$ cat src/rtl/approx_mul_pkg.sv
// Shared constants, FSM encoding and helpers for the approximate-multiplier error stage.
package approx_mul_pkg;

   localparam int unsigned DEFAULT_WIDTH        = 8;
   localparam int unsigned DEFAULT_SAMPLES_LOG2 = 4;

   typedef logic [1:0] err_state_t;

   localparam err_state_t ST_IDLE  = 2'd0;
   localparam err_state_t ST_RUN   = 2'd1;
   localparam err_state_t ST_DRAIN = 2'd2;
   localparam err_state_t ST_DONE  = 2'd3;

   // Magnitude of a two's complement value; callers sign-extend to 33 bits and keep the low bits.
   function automatic logic [31:0] abs_w(input logic [32:0] d);
      abs_w = d[32] ? 32'(-d) : d[31:0];
   endfunction

endpackage

$ cat src/rtl/approx_mul_err_acc_stage.sv
// Two-stage pipeline: exact product, then signed and absolute error, with a valid shift-chain.
module approx_err_stage
   import approx_mul_pkg::*;
#(
   parameter int unsigned WIDTH = DEFAULT_WIDTH
) (
   input  logic                 clk,
   input  logic                 rst,
   input  logic                 in_valid,
   input  logic [WIDTH-1:0]     in_a,
   input  logic [WIDTH-1:0]     in_b,
   input  logic [2*WIDTH-1:0]   in_approx,
   output logic                 pipe_busy,
   output logic                 out_valid,
   output logic [2*WIDTH:0]     out_d,
   output logic [2*WIDTH-1:0]   out_abs,
   output logic [WIDTH-1:0]     out_a,
   output logic [WIDTH-1:0]     out_b
);

   logic                 v1_q, v1_d, v2_q, v2_d;
   logic [2*WIDTH-1:0]   exact_q, exact_d, approx_q, approx_d;
   logic [WIDTH-1:0]     a1_q, a1_d, b1_q, b1_d, a2_q, a2_d, b2_q, b2_d;
   logic [2*WIDTH:0]     d_q, d_d;
   logic [2*WIDTH-1:0]   abs_q, abs_d;
   logic [31:0]          abs_full;
   logic                 unused_abs_hi;

   always_comb begin
      v1_d     = in_valid;
      exact_d  = {{WIDTH{1'b0}}, in_a} * {{WIDTH{1'b0}}, in_b};
      approx_d = in_approx;
      a1_d     = in_a;
      b1_d     = in_b;

      v2_d     = v1_q;
      d_d      = {1'b0, exact_q} - {1'b0, approx_q};
      // |d| always fits in 2*WIDTH bits since both operands are unsigned 2*WIDTH values.
      abs_full      = abs_w(33'($signed(d_d)));
      abs_d         = abs_full[2*WIDTH-1:0];
      unused_abs_hi = ^abs_full[31:2*WIDTH];
      a2_d     = a1_q;
      b2_d     = b1_q;
   end

   always_ff @(posedge clk) begin
      if (rst) begin
         v1_q     <= 1'b0;
         v2_q     <= 1'b0;
         exact_q  <= '0;
         approx_q <= '0;
         a1_q     <= '0;
         b1_q     <= '0;
         d_q      <= '0;
         abs_q    <= '0;
         a2_q     <= '0;
         b2_q     <= '0;
      end else begin
         v1_q     <= v1_d;
         v2_q     <= v2_d;
         exact_q  <= exact_d;
         approx_q <= approx_d;
         a1_q     <= a1_d;
         b1_q     <= b1_d;
         d_q      <= d_d;
         abs_q    <= abs_d;
         a2_q     <= a2_d;
         b2_q     <= b2_d;
      end
   end

   assign pipe_busy = v1_q | v2_q;
   assign out_valid = v2_q;
   assign out_d     = d_q;
   assign out_abs   = abs_q;
   assign out_a     = a2_q;
   assign out_b     = b2_q;

endmodule

$ cat src/rtl/approx_mul_err_acc.sv
// Error-metric accumulator for approximate multipliers: window FSM, accept counter, statistics.
module approx_mul_err_acc
   import approx_mul_pkg::*;
#(
   parameter int unsigned WIDTH        = DEFAULT_WIDTH,
   parameter int unsigned SAMPLES_LOG2 = DEFAULT_SAMPLES_LOG2,
   localparam int unsigned ACC_W       = 2 * WIDTH + SAMPLES_LOG2
) (
   input  logic                    clk,
   input  logic                    rst,
   input  logic                    start,
   input  logic                    in_valid,
   output logic                    in_ready,
   input  logic [WIDTH-1:0]        in_a,
   input  logic [WIDTH-1:0]        in_b,
   input  logic [2*WIDTH-1:0]      in_approx,
   output logic                    busy,
   output logic                    done,
   output logic [SAMPLES_LOG2:0]   err_count,
   output logic [ACC_W-1:0]        sum_abs_err,
   output logic [ACC_W:0]          sum_err,
   output logic [2*WIDTH-1:0]      max_abs_err,
   output logic [WIDTH-1:0]        worst_a,
   output logic [WIDTH-1:0]        worst_b
);

   localparam logic [SAMPLES_LOG2:0] NBEATS    = {1'b1, {SAMPLES_LOG2{1'b0}}};
   localparam logic [SAMPLES_LOG2:0] LAST_BEAT = {1'b0, {SAMPLES_LOG2{1'b1}}};
   localparam logic [SAMPLES_LOG2:0] CNT_ONE   = {{SAMPLES_LOG2{1'b0}}, 1'b1};

   err_state_t             state_q, state_d;
   logic [SAMPLES_LOG2:0]  cnt_q, cnt_d;
   logic [SAMPLES_LOG2:0]  err_count_q, err_count_d;
   logic [ACC_W-1:0]       sum_abs_q, sum_abs_d;
   logic [ACC_W:0]         sum_err_q, sum_err_d;
   logic [2*WIDTH-1:0]     max_q, max_d;
   logic [WIDTH-1:0]       worst_a_q, worst_a_d, worst_b_q, worst_b_d;

   logic                   accept, start_ok, pipe_busy;
   logic                   st_valid;
   logic [2*WIDTH:0]       st_d;
   logic [2*WIDTH-1:0]     st_abs;
   logic [WIDTH-1:0]       st_a, st_b;

   assign in_ready = (state_q == ST_RUN) && (cnt_q < NBEATS);
   assign accept   = in_valid && in_ready;
   assign start_ok = start && ((state_q == ST_IDLE) || (state_q == ST_DONE));

   approx_err_stage #(
      .WIDTH (WIDTH)
   ) u_stage (
      .clk       (clk),
      .rst       (rst),
      .in_valid  (accept),
      .in_a      (in_a),
      .in_b      (in_b),
      .in_approx (in_approx),
      .pipe_busy (pipe_busy),
      .out_valid (st_valid),
      .out_d     (st_d),
      .out_abs   (st_abs),
      .out_a     (st_a),
      .out_b     (st_b)
   );

   always_comb begin
      state_d     = state_q;
      cnt_d       = cnt_q;
      err_count_d = err_count_q;
      sum_abs_d   = sum_abs_q;
      sum_err_d   = sum_err_q;
      max_d       = max_q;
      worst_a_d   = worst_a_q;
      worst_b_d   = worst_b_q;

      case (state_q)
         ST_IDLE:  if (start) state_d = ST_RUN;
         ST_RUN:   if (accept && (cnt_q == LAST_BEAT)) state_d = ST_DRAIN;
         ST_DRAIN: if (!pipe_busy) state_d = ST_DONE;
         ST_DONE:  if (start) state_d = ST_RUN;
         default:  state_d = ST_IDLE;
      endcase

      if (accept) cnt_d = cnt_q + CNT_ONE;

      if (st_valid) begin
         if (st_d != '0) err_count_d = err_count_q + CNT_ONE;
         sum_abs_d = sum_abs_q + {{SAMPLES_LOG2{1'b0}}, st_abs};
         sum_err_d = sum_err_q + {{SAMPLES_LOG2{st_d[2*WIDTH]}}, st_d};
         // Strict compare: a tie keeps the operands of the earlier beat.
         if (st_abs > max_q) begin
            max_d     = st_abs;
            worst_a_d = st_a;
            worst_b_d = st_b;
         end
      end

      if (start_ok) begin
         cnt_d       = '0;
         err_count_d = '0;
         sum_abs_d   = '0;
         sum_err_d   = '0;
         max_d       = '0;
         worst_a_d   = '0;
         worst_b_d   = '0;
      end
   end

   always_ff @(posedge clk) begin
      if (rst) begin
         state_q     <= ST_IDLE;
         cnt_q       <= '0;
         err_count_q <= '0;
         sum_abs_q   <= '0;
         sum_err_q   <= '0;
         max_q       <= '0;
         worst_a_q   <= '0;
         worst_b_q   <= '0;
      end else begin
         state_q     <= state_d;
         cnt_q       <= cnt_d;
         err_count_q <= err_count_d;
         sum_abs_q   <= sum_abs_d;
         sum_err_q   <= sum_err_d;
         max_q       <= max_d;
         worst_a_q   <= worst_a_d;
         worst_b_q   <= worst_b_d;
      end
   end

   assign busy        = (state_q == ST_RUN) || (state_q == ST_DRAIN);
   assign done        = (state_q == ST_DONE);
   assign err_count   = err_count_q;
   assign sum_abs_err = sum_abs_q;
   assign sum_err     = sum_err_q;
   assign max_abs_err = max_q;
   assign worst_a     = worst_a_q;
   assign worst_b     = worst_b_q;

endmodule

$ cat config.mk
export PLATFORM = sky130hd
export DESIGN_NAME = approx_mul_err_acc
export DESIGN_NICKNAME = d
export VERILOG_FILES = /design/src/rtl/approx_mul_pkg.sv /design/src/rtl/approx_mul_err_acc_stage.sv /design/src/rtl/approx_mul_err_acc.sv
export SDC_FILE = /design/constraint.sdc
export NUM_CORES = 1
export LEC_CHECK = 0
export CORE_UTILIZATION = 35
export DETAILED_ROUTE_END_ITERATION = 10
export HOLD_SLACK_MARGIN = 0.05
export PLACE_DENSITY = 0.66
export SLEW_MARGIN = 20
export SYNTH_ARGS = -nofsm -noshare
export SYNTH_HDL_FRONTEND = slang
export SYNTH_SLANG_ARGS = --single-unit
$ cat constraint.sdc
create_clock -name clk -period 4.1 [get_ports clk]
set_input_delay 0.41 -clock clk [delete_from_list [all_inputs] [get_ports clk]]
set_output_delay 0.41 -clock clk [all_outputs]
set_load 0.01 [all_outputs]
==> results of run 1 <==
## critical path, cell delays in order
cell,delay [ps]
clkbuf_2,160
nand2_1,100
fa_1,510
fa_1,540
inv_1,60
fa_1,550
inv_2,40
fa_1,530
inv_1,40
ha_1,270
inv_2,60
a21oi_2,130
o21ai_1,70
nand2b_1,110
a21oi_2,90
o211ai_1,230
a21oi_1,100
a31o_2,210
## routing by layer
metal  track usage, %  routed length (µm)
met2            29.38               12470
met5                0                   0
met3            2.656                 817
met4            4.416                 354
met1            21.40               11860
## how the worst max path moves through the flow
stage          startpoint                  end  slack (ps)
3_5_place_dp      in_a[3]  u_stage.exact_q[14]        -850
6_report          in_a[3]  u_stage.exact_q[15]         220
2_1_floorplan     in_b[4]  u_stage.exact_q[15]          30
4_1_cts           in_a[3]  u_stage.exact_q[14]          10
3_3_place_gp      in_b[4]  u_stage.exact_q[14]        -750
5_1_grt           in_a[5]  u_stage.exact_q[15]           5
## repair_timing
item / in CTS / in global routing
hold endpoints to repair: 0 / 0
endpoints found under the setup margin: 7 / 6
gates resized for setup: 28 / 33
pin swaps: 15 / 18
gates cloned: 0 / 0
## kinds of logic after synthesis
family	synth area share, %
mux	4.255
xor+xnor	4.937
buf+inv	5.284
flops	33.85
compound gates	11.92
fa+ha+maj	20.05
simple gates	19.70
## sequential cells by signal (all words and copies together), names as in the netlist
register / flops
sum_err: 21
sum_abs_err: 20
max_abs_err: 16
u_stage.approx_q: 16
u_stage.exact_q: 16
u_stage.out_abs: 16
u_stage.out_d: 16
u_stage.a1_q: 8
u_stage.b1_q: 8
u_stage.out_a: 8
u_stage.out_b: 8
worst_a: 8
worst_b: 8
cnt_q: 5
err_count: 5
state_q: 2
u_stage.out_valid: 1
u_stage.v1_q: 1
## power groups by stage
stage | clock [mW] | combinational, mW | sequential (mW)
floorplan | 0 | 2.21 | 2.15
global placement | 0 | 2.97 | 2.24
global route | 1.84 | 3.56 | 2.22
CTS | 1.76 | 3.10 | 2.20
detailed placement | 0 | 3.02 | 2.24
finish | 1.71 | 3.15 | 2.20
## through the flow
stage | area [µm²] | setup slack [ps] | util (%) | hold WS (ps) | power [mW]
after global placement | 12720 | -749.8 | 41.70 | 418.6 | 5.208
final | 13410 | 218.6 | 43.97 | 351.5 | 7.061
after global routing | 13410 | 4.726 | 43.97 | 366.1 | 7.619
after detailed placement | 12720 | -847.3 | 41.70 | 420.4 | 5.261
after floorplan | 10820 | 32.88 | - | 413.8 | 4.356
after CTS | 13380 | 12.23 | 43.85 | 360.5 | 7.067
## cells in the final DEF, fill, tap and decap left out, types with 17 or more instances in the layout
master	n
ha_1	108
dfxtp_1	183
xor2_1	28
clkdlybuf4s50_1	102
and2_1	49
fa_1	36
nor2b_1	72
xnor2_1	33
a21o_1	21
nand2_1	49
nor3_1	22
clkbuf_16	17
buf_4	47
inv_1	109
nor2_1	146
mux2i_1	46
o21ai_0	23
nand3_1	18
a21oi_1	54
## final cells by class
| cell class | instances | share of cell area (%) |
|---|---|---|
| flip-flops and latches | 183 | 27.31 |
| well taps | 396 | 3.694 |
| multi-input cells | 877 | 50.00 |
| clock inverters | 12 | 1.175 |
| repair buffers | 166 | 11.30 |
| inverters | 111 | 3.106 |
| clock buffers | 20 | 3.405 |
==> summary.txt, run 1 <==
drt first pass iters - 5
Gate Count Post-Synth - 1207
Post-synth top cells - dfxtp_1 (183), nor2_1 (146), ha_1 (111), inv_1 (111), nor2b_1 (73)
RSZ-0062 raised after global routing - no
max cap viols - 0
hold depth - 3
Leak Pwr - 5.962 nW
H-tree depth - 4
asr flop ratio synth - 0%
sequential share of power - 31.1%
final setup TNS - 0 ps
Multi-input gate area - 6708 µm²
fin. max-slew vios - 0
share of layout cells above drive strength 1 - 8.912%
status - finished, final reports clean
Placed Instances - 1733
net switching component of the power - 2.707 mW
Relative slew margins - 42.14%
clk_lat worst skew - 440 ps
Slew @ Worst Pin - 865.0 ps
TritonCTS Buffers - 17
synthesis-to-layout area growth - 23.96%
Worst setup EP type - flip-flop
switching power share of the total - 38.34%
post-synth top area share - 33.85%
largest cells by area after synthesis - dfxtp_1 (34%), ha_1 (13%), fa_1 (7.2%)
Pwr per Cell Area - 526.4 nW/µm²
Seq cells post-synth - 183
warnings from Yosys - 0
Comb power frac - 44.6%
initial antenna violation count - 0
filler cell count in the final layout - 3020
Clk pwr share - 24.3%
Diodes inserted - 0
number of clock sinks - 183
hold crit path type - in2reg
reg2reg end - u_stage.out_abs[15]
# port buffers - 116
number of setup violations in the final report - 0
sink of the worst hold path - u_stage.a1_q[4]
CP required - 4430 ps
setup bufs post-CTS - 0
Vias/cell - 4.917
worst-path maximum fanout - 7
Peak VDD IR - 0.3482 mV
Sequential Area - 3664 µm²
grt total ovfl - 0
Chip Height - 177.8 µm
# nets final - 1542
Synth Flop Type - dfxtp_1
maximum buffer depth of the clock tree - 2
hpwl dp - 19.79 mm
GRT Util Overall - 16.83%
sequential-to-total area share from yosys stat - 33.85%
P_int - 4.354 mW
Routed Antenna Nets - 0
IO Count - 117
Iter 0 DRT Violations - 432
Hold Vio Cnt, Final - 0
CTS Hold Bufs - 0
vias in the first global route - 8562
WL final - 25.51 mm
DRC viols - 0
largest net degree at the start of global routing - 66
Hold Startpoint - in_a[4]
non-filler cells, final - 1765
placement row count - 64
DR vias - 8678
most common cell in the netlist - dfxtp_1
depth of the worst register-to-register path - 13
Clock Pin Slew Worst Setup and Hold Paths - 70 ps
Core Region - 30510 µm²
setup slack, reg-to-reg - 690 ps
Crit Path Category - in2reg
Worst setup SP type - input port
Final Critical Period - 3881 ps
critical path arrival - 4210 ps
gp weighted congestion - 0.8762
global-route wire length before repair - 42.15 mm
Avg Cell Area, Syn - 8.966 µm²
drt wl/cell - 14.45 µm
syn_nets - 1393
number of synthesized flops with an enable pin - 0
Initial Util - 35.47%
Layout Skew - 17.27 ps
die footprint - 31630 µm²
Reg-to-Reg Start - u_stage.exact_q[0]
CTS tree - yes
fin crit share - 94.67%
leading area contributor after synthesis - dfxtp_1
root buf cell - clkbuf_16
Cell variety after synth - 64
Achievable Freq - 257.6 MHz
mapped cell area - 10820 µm²
Die Span X - 177.8 µm
No activity file was read; power rests on OpenSTA's default activity.
==> run 2, diff against run 1 <==
--- a/config.mk
+++ b/config.mk
@@ -9,6 +9,7 @@
 export DETAILED_ROUTE_END_ITERATION = 10
 export HOLD_SLACK_MARGIN = 0.05
 export PLACE_DENSITY = 0.66
+export REMOVE_ABC_BUFFERS = 1
 export SLEW_MARGIN = 20
 export SYNTH_ARGS = -nofsm -noshare
 export SYNTH_HDL_FRONTEND = slang
==> run 2 against run 1 <==
Net effect:
- clock skew grew 5.5 ps
- fmax shrank 2.1%
- critical path depth grew 1
- sequential share of layout area grew 0.26 points
- critical path type unchanged
==> summary.txt, run 2 (same netlist as run 1, synthesis figures left out) <==
fin. max-slew vios - 0 (unchanged)
drt first pass iters - 5 (unchanged)
DRC viols - 0 (unchanged)
Core Region - 30510 µm² (unchanged)
Routed Antenna Nets - 0 (unchanged)
Pwr per Cell Area - 508.9 nW/µm² (-3.3%)
non-filler cells, final - 1758 (-0.40%)
highest-count cells in the layout ignoring fill and taps - dfxtp_1 (183), nor2_1 (146), inv_1 (110), ha_1 (110), clkdlybuf4s50_1 (102)
final setup TNS - 0 ps (unchanged)
synthesis-to-layout area growth - 22.77%
pre-CTS setup slack - -841.8 ps (+5.548 ps)
DR vias - 8617 (-0.70%)
# nets final - 1534 (-0.52%)
TritonCTS Buffers - 17 (unchanged)
Area after DPL - 12660 µm² (-0.46%)
Clock Pin Slew Worst Setup and Hold Paths - 80 ps (about the same)
final non-filler cell area - 13290 µm² (-0.96%)
commonest non-fill, non-tap cell in the layout - dfxtp_1
WL final - 25.04 mm (-1.8%)
Placed Instances - 1723 (-0.58%)
placement row count - 64 (unchanged)
grt total ovfl - 0 (unchanged)
global-route wire length before repair - 40.85 mm (-3.1%)
Relative slew margins - 43.38% (+1.2 points)
IO Count - 117 (unchanged)
number of setup violations in the final report - 0 (unchanged)
critical path arrival - 4280 ps (+70 ps)
Peak VDD IR - 0.3435 mV (-1.3%)
root buf cell - clkbuf_16
Chip Height - 177.8 µm (unchanged)
Worst setup EP type - flip-flop
max cap viols - 0 (unchanged)
H-tree depth - 4 (unchanged)
Layout Skew - 22.75 ps (+5.476 ps)
Iter 0 DRT Violations - 485 (+12%)
Die Span X - 177.8 µm (unchanged)
Initial Util - 35.47% (unchanged)
maximum buffer depth of the clock tree - 2 (unchanged)
largest net degree at the start of global routing - 80 (+21%)
gp weighted congestion - 0.8818 (+0.64%)
share of layout cells above drive strength 1 - 7.862% (-1.0 points)
Pwr Total - 6.761 mW (-4.2%)
Hold Vio Cnt, Final - 0 (unchanged)
Final Critical Period - 3965 ps (+83.17 ps)
die footprint - 31630 µm² (unchanged)
initial antenna violation count - 1 (+1)
number of clock sinks - 183 (unchanged)
status - finished, final reports clean
Crit Path Category - in2reg
Worst setup SP type - input port
hpwl dp - 19.31 mm (-2.4%)
Slew @ Worst Pin - 849.2 ps (-15.78 ps)
GRT Util Overall - 16.24% (-0.59 points)
Achievable Freq - 252.2 MHz (-2.1%)
max reg flops - 21 (unchanged)
drt wl/cell - 14.24 µm (-1.4%)
CTS tree - yes
clk_lat worst skew - 440 ps (about the same)
final worst setup slack - 135.4 ps (-83.17 ps)
vias in the first global route - 8541 (-0.25%)
fin crit share - 96.70% (+2.0 points)
Leak Pwr - 5.920 nW (-0.70%)
worst-path maximum fanout - 7 (unchanged)
Vias/cell - 4.902 (-0.31%)
CP required - 4410 ps (-20 ps)
hold crit path type - in2reg
# port buffers - 116 (unchanged)
CTS Hold Bufs - 0 (unchanged)
==> run 2: what timing repair did <==
| action | CTS | global route |
|---|---|---|
| buffers inserted | 2 | 0 |
| setup endpoints to repair | 7 | 6 |
| endpoints found under the hold margin | 0 | 0 |
| gates cloned | 0 | 0 |
| pin swaps | 12 | 9 |
| resized for setup | 22 | 26 |
==> run 2: worst paths after layout <==
check | to | cells past startpoint | slack, ps | from
worst min-delay path | u_stage.b1_q[4] | 2 | 330 | in_b[4]
worst min register to register | u_stage.out_b[2] | 1 | 440 | u_stage.b1_q[2]
worst max-delay path | u_stage.exact_q[14] | 19 | 140 | in_a[0]
worst max register to register | u_stage.out_abs[7] | 12 | 790 | u_stage.exact_q[0]
==> run 2: routing by layer <==
metal	wire length, µm	vias to the layer above	share of wire (%)	global-route usage [%]
met2	12110	158	48	28.47
met3	959	24	3.8	2.699
met1	11620	4083	46	20.59
met4	349	0	1.4	3.989
li1	-	4352	-	-
met5	0	-	0	0
==> run 2: layout make-up <==
type                       count  area [µm²]
fill                        2996       17220
multi-input combinational    877        6663
sequential                   183        3664
timing repair buffer         158        1481
tap                          396       495.5
clock buffer                  18       429.2
inverter                     111       416.7
clock inverter                14       133.9
antenna                        1       2.502
==> run 2: per-stage QoR <==
step | util (%) | hold slack, ps
floorplan | - | 413.8
global placement | 41.49 | 417.9
detailed placement | 41.50 | 426.8
CTS | 43.47 | 354.7
global route | 43.54 | 318.6
finish | 43.54 | 326.6
==> run 2: where the power goes <==
part	switching, mW	internal, mW	leakage [nW]
clock	0.784	0.805	0.272
sequential	0.170	2.01	1.50
combinational	1.65	1.35	4.15
==> run 2: critical path, cell delays in order <==
cell and delay [ps]:
clkdlybuf4s15_1 230, buf_4 180, and2_1 150, ha_1 190, fa_1 480, ha_1 290, inv_1 60, fa_1 570
inv_1 50, ha_1 290, a21o_1 170, a21o_1 180, a21oi_1 170, o21bai_2 90, a21oi_2 180, o21ai_2 80
o41ai_2 230, xor2_1 180, nor2_1 50
==> run 3, diff against run 2 <==
==> constraint.sdc (replaced) <==
create_clock -name clk -period 3.6 [get_ports clk]
set_input_delay 0.36 -clock clk [delete_from_list [all_inputs] [get_ports clk]]
set_output_delay 0.36 -clock clk [all_outputs]
set_load 0.01 [all_outputs]
==> run 3 against run 2 <==
Net effect:
- the flow now finishes with violations (negative setup slack)
- first-iteration DRC count fell by 34%
- clock skew decreased by 7.4 ps
- total power increased by 20%
- worst hold slack worse by 130 ps
- highest routed layer unchanged
- non-clock buffer count grew 14
- final area is 3.0% higher
- count of clock-buffer cells in the layout did not move
- combinational power is 27% higher
- cell count rose by 0.74%
- core utilization is 1.3 points higher
- setup slack got worse by 200 ps
==> summary.txt, run 3 (same netlist as run 1, synthesis figures left out) <==
Sequential Area - 3664 µm² (unchanged)
max reg flops - 21 (unchanged)
CTS Hold Bufs - 0 (unchanged)
Slew @ Worst Pin - 787.9 ps (-61.32 ps)
net switching component of the power - 3.124 mW (+20%)
met2 usage - 28.78% (+0.31 points)
Chip Height - 177.8 µm (unchanged)
Worst setup EP type - flip-flop
global-route wire length before repair - 41.77 mm (+2.2%)
final non-filler cell area - 13680 µm² (+3.0%)
fin. max-slew vios - 0 (unchanged)
filler cell count in the final layout - 2939 (-1.9%)
vias in the first global route - 8604 (+0.74%)
stages on the worst setup path - 18 (-1)
depth of the worst register-to-register path - 12 (unchanged)
share of layout cells above drive strength 1 - 12.36% (+4.5 points)
Achievable Freq - 273.0 MHz
TritonCTS Buffers - 17 (unchanged)
# port buffers - 116 (unchanged)
Layout Skew - 15.40 ps (-7.352 ps)
GR Layer Usage met1 - 20.57% (about the same)
commonest non-fill, non-tap cell in the layout - dfxtp_1
busiest layer in global routing - met2
largest net degree at the start of global routing - 53 (-34%)
number of clock sinks - 183 (unchanged)
CP bufs+invs - 6 (+2)
Pwr per Cell Area - 592.6 nW/µm² (+16%)
root buf cell - clkbuf_16
setup slack, reg-to-reg - 500 ps (-290 ps)
CTS tree - yes
Setup crit end - u_stage.exact_q[15]
switching power share of the total - 38.54% (+0.091 points)
Leak Pwr - 6.008 nW (+1.5%)
Worst setup SP type - input port
reg2reg end - u_stage.out_abs[7]
violated checks - negative setup slack
crit-path cells - buf_8 -> nand2_4 -> fa_1 -> fa_1 -> inv_2 -> fa_1 -> inv_1 -> fa_1 -> inv_2 -> ha_4 -> inv_2 -> a21oi_4 -> o21ai_2 -> nand2b_1 -> a21oi_2 -> o211ai_1 -> buf_4 -> a31o_2
status - complete, but fails checks
GR Util met3 - 2.978% (+0.28 points)
# nets final - 1548 (+0.91%)
Peak VDD IR - 0.3764 mV (+9.6%)
Clock Pin Slew Worst Setup and Hold Paths - 80 ps (about the same)
Area after DPL - 12710 µm² (+0.39%)
Reg-to-Reg Start - u_stage.exact_q[0]
placement row count - 64 (unchanged)
drt first pass iters - 4 (-1)
RSZ-0062 raised after global routing - yes
Max stage delay cell, worst path - fa_1
WL final - 25.04 mm (about the same)
Core Region - 30510 µm² (unchanged)
worst-path maximum fanout - 7 (unchanged)
IO Count - 117 (unchanged)
sequential share of power - 30.6% (-1.6 points)
clk_lat worst skew - 440 ps (about the same)
Multi-input gate area - 6885 µm² (+3.3%)
DRC viols - 0 (unchanged)
hpwl dp - 19.03 mm (-1.5%)
crit-path most repeated cell - fa_1
DR vias - 8685 (+0.79%)
synthesis-to-layout area growth - 26.41%
drt wl/cell - 14.14 µm (-0.73%)
fin crit share - 101.7%
Crit path max-delay family - adder cells
die footprint - 31630 µm² (unchanged)
Relative slew margins - 47.47% (+4.1 points)
Vias/cell - 4.904 (about the same)
critical path arrival - 3990 ps (-290 ps)
Comb power frac - 47.0% (+2.7 points)
Initial Util - 35.47% (unchanged)
Clk pwr share - 22.4% (-1.1 points)
P_int - 4.981 mW (+20%)
CP required - 3920 ps (-490 ps)
gp weighted congestion - 0.8759 (-0.67%)
Die Span X - 177.8 µm (unchanged)
initial antenna violation count - 0 (-1)
H-tree depth - 4 (unchanged)
Diodes inserted - 0 (-1)
Routed Antenna Nets - 0 (unchanged)
Pwr Total - 8.106 mW (+20%)
number of setup violations in the final report - 1 (+1)
Hold Vio Cnt, Final - 0 (unchanged)
hold crit path type - in2reg
grt total ovfl - 0 (unchanged)
Iter 0 DRT Violations - 320 (-34%)
Crit Path Category - in2reg
max cap viols - 0 (unchanged)
Worst Setup SP - in_a[3]
final worst setup slack - -62.93 ps (-198.3 ps)
Final Critical Period - 3663 ps
maximum buffer depth of the clock tree - 2 (unchanged)
CP max stage delay - 530 ps (-40 ps)
highest-count cells in the layout ignoring fill and taps - dfxtp_1 (183), nor2_1 (145), ha_1 (101)
GRT Util Overall - 16.55% (+0.31 points)
run 3: worst register-to-register path: stages, from the launching register on:
cell and delay (ps):
dfxtp_1 300, inv_1 50, ha_1 170, inv_1 60, fa_1 390, a21o_1 200, a221oi_2 320, o22ai_1 170
a21oi_1 170, o21ai_1 110, a31o_1 450, or3_1 450, a21oi_1 180
run 3: power by group through the flow:
| stage | Clock (mW) | Combinational, mW | Sequential [mW] |
|---|---|---|---|
| after floorplan | 0 | 2.44 | 2.45 |
| after global placement | 0 | 3.30 | 2.52 |
| after detailed placement | 0 | 3.37 | 2.53 |
| after CTS | 1.87 | 3.66 | 2.48 |
| after global routing | 1.96 | 4.28 | 2.50 |
| final | 1.82 | 3.81 | 2.48 |
run 3: repair_timing:
action	4_1_cts	5_1_grt
buffers inserted	4	5
resized for setup	127	26
pin swaps	41	26
endpoints found under the setup margin	10	7
run 3: final cells by class:
type | instances | share of cell area [%]
inverters | 111 | 3.046
multi-input cells | 877 | 50.33
well taps | 396 | 3.622
repair buffers | 172 | 12.04
clock buffers | 18 | 3.210
flip-flops and latches | 183 | 26.78
clock inverters | 14 | 0.9695
run 3: worst min path at each step:
stage	from	endpoint	slack, ps	cells past startpoint
floorplan	u_stage.a1_q[0]	u_stage.out_a[0]	410	1
global placement	u_stage.a1_q[7]	u_stage.out_a[7]	410	1
detailed placement	u_stage.a1_q[7]	u_stage.out_a[7]	420	1
CTS	in_a[4]	u_stage.a1_q[4]	190	2
global route	in_b[3]	u_stage.b1_q[3]	200	2
finish	in_a[4]	u_stage.a1_q[4]	200	2
run 3: stage by stage:
stage	worst slack [ps]	setup TNS (ps)	hold WS, ps	utilization [%]	std cells
after floorplan	-941.9	-31950	413.8	-	1171
after global routing	-176.4	-336.3	198.1	44.84	1771
after detailed placement	-1297	-10130	423.9	41.66	1730
after CTS	1.509	0	188.8	44.30	1766
final	-62.93	-62.93	196.7	44.84	1771
after global placement	-1187	-9167	414.5	41.66	1730
run 3: per-layer routing:
metal / share of wire [%] / wire (µm)
met5: 0 / 0
met4: 1.8 / 458
met3: 3.4 / 841
met2: 48 / 12070
met1: 47 / 11670
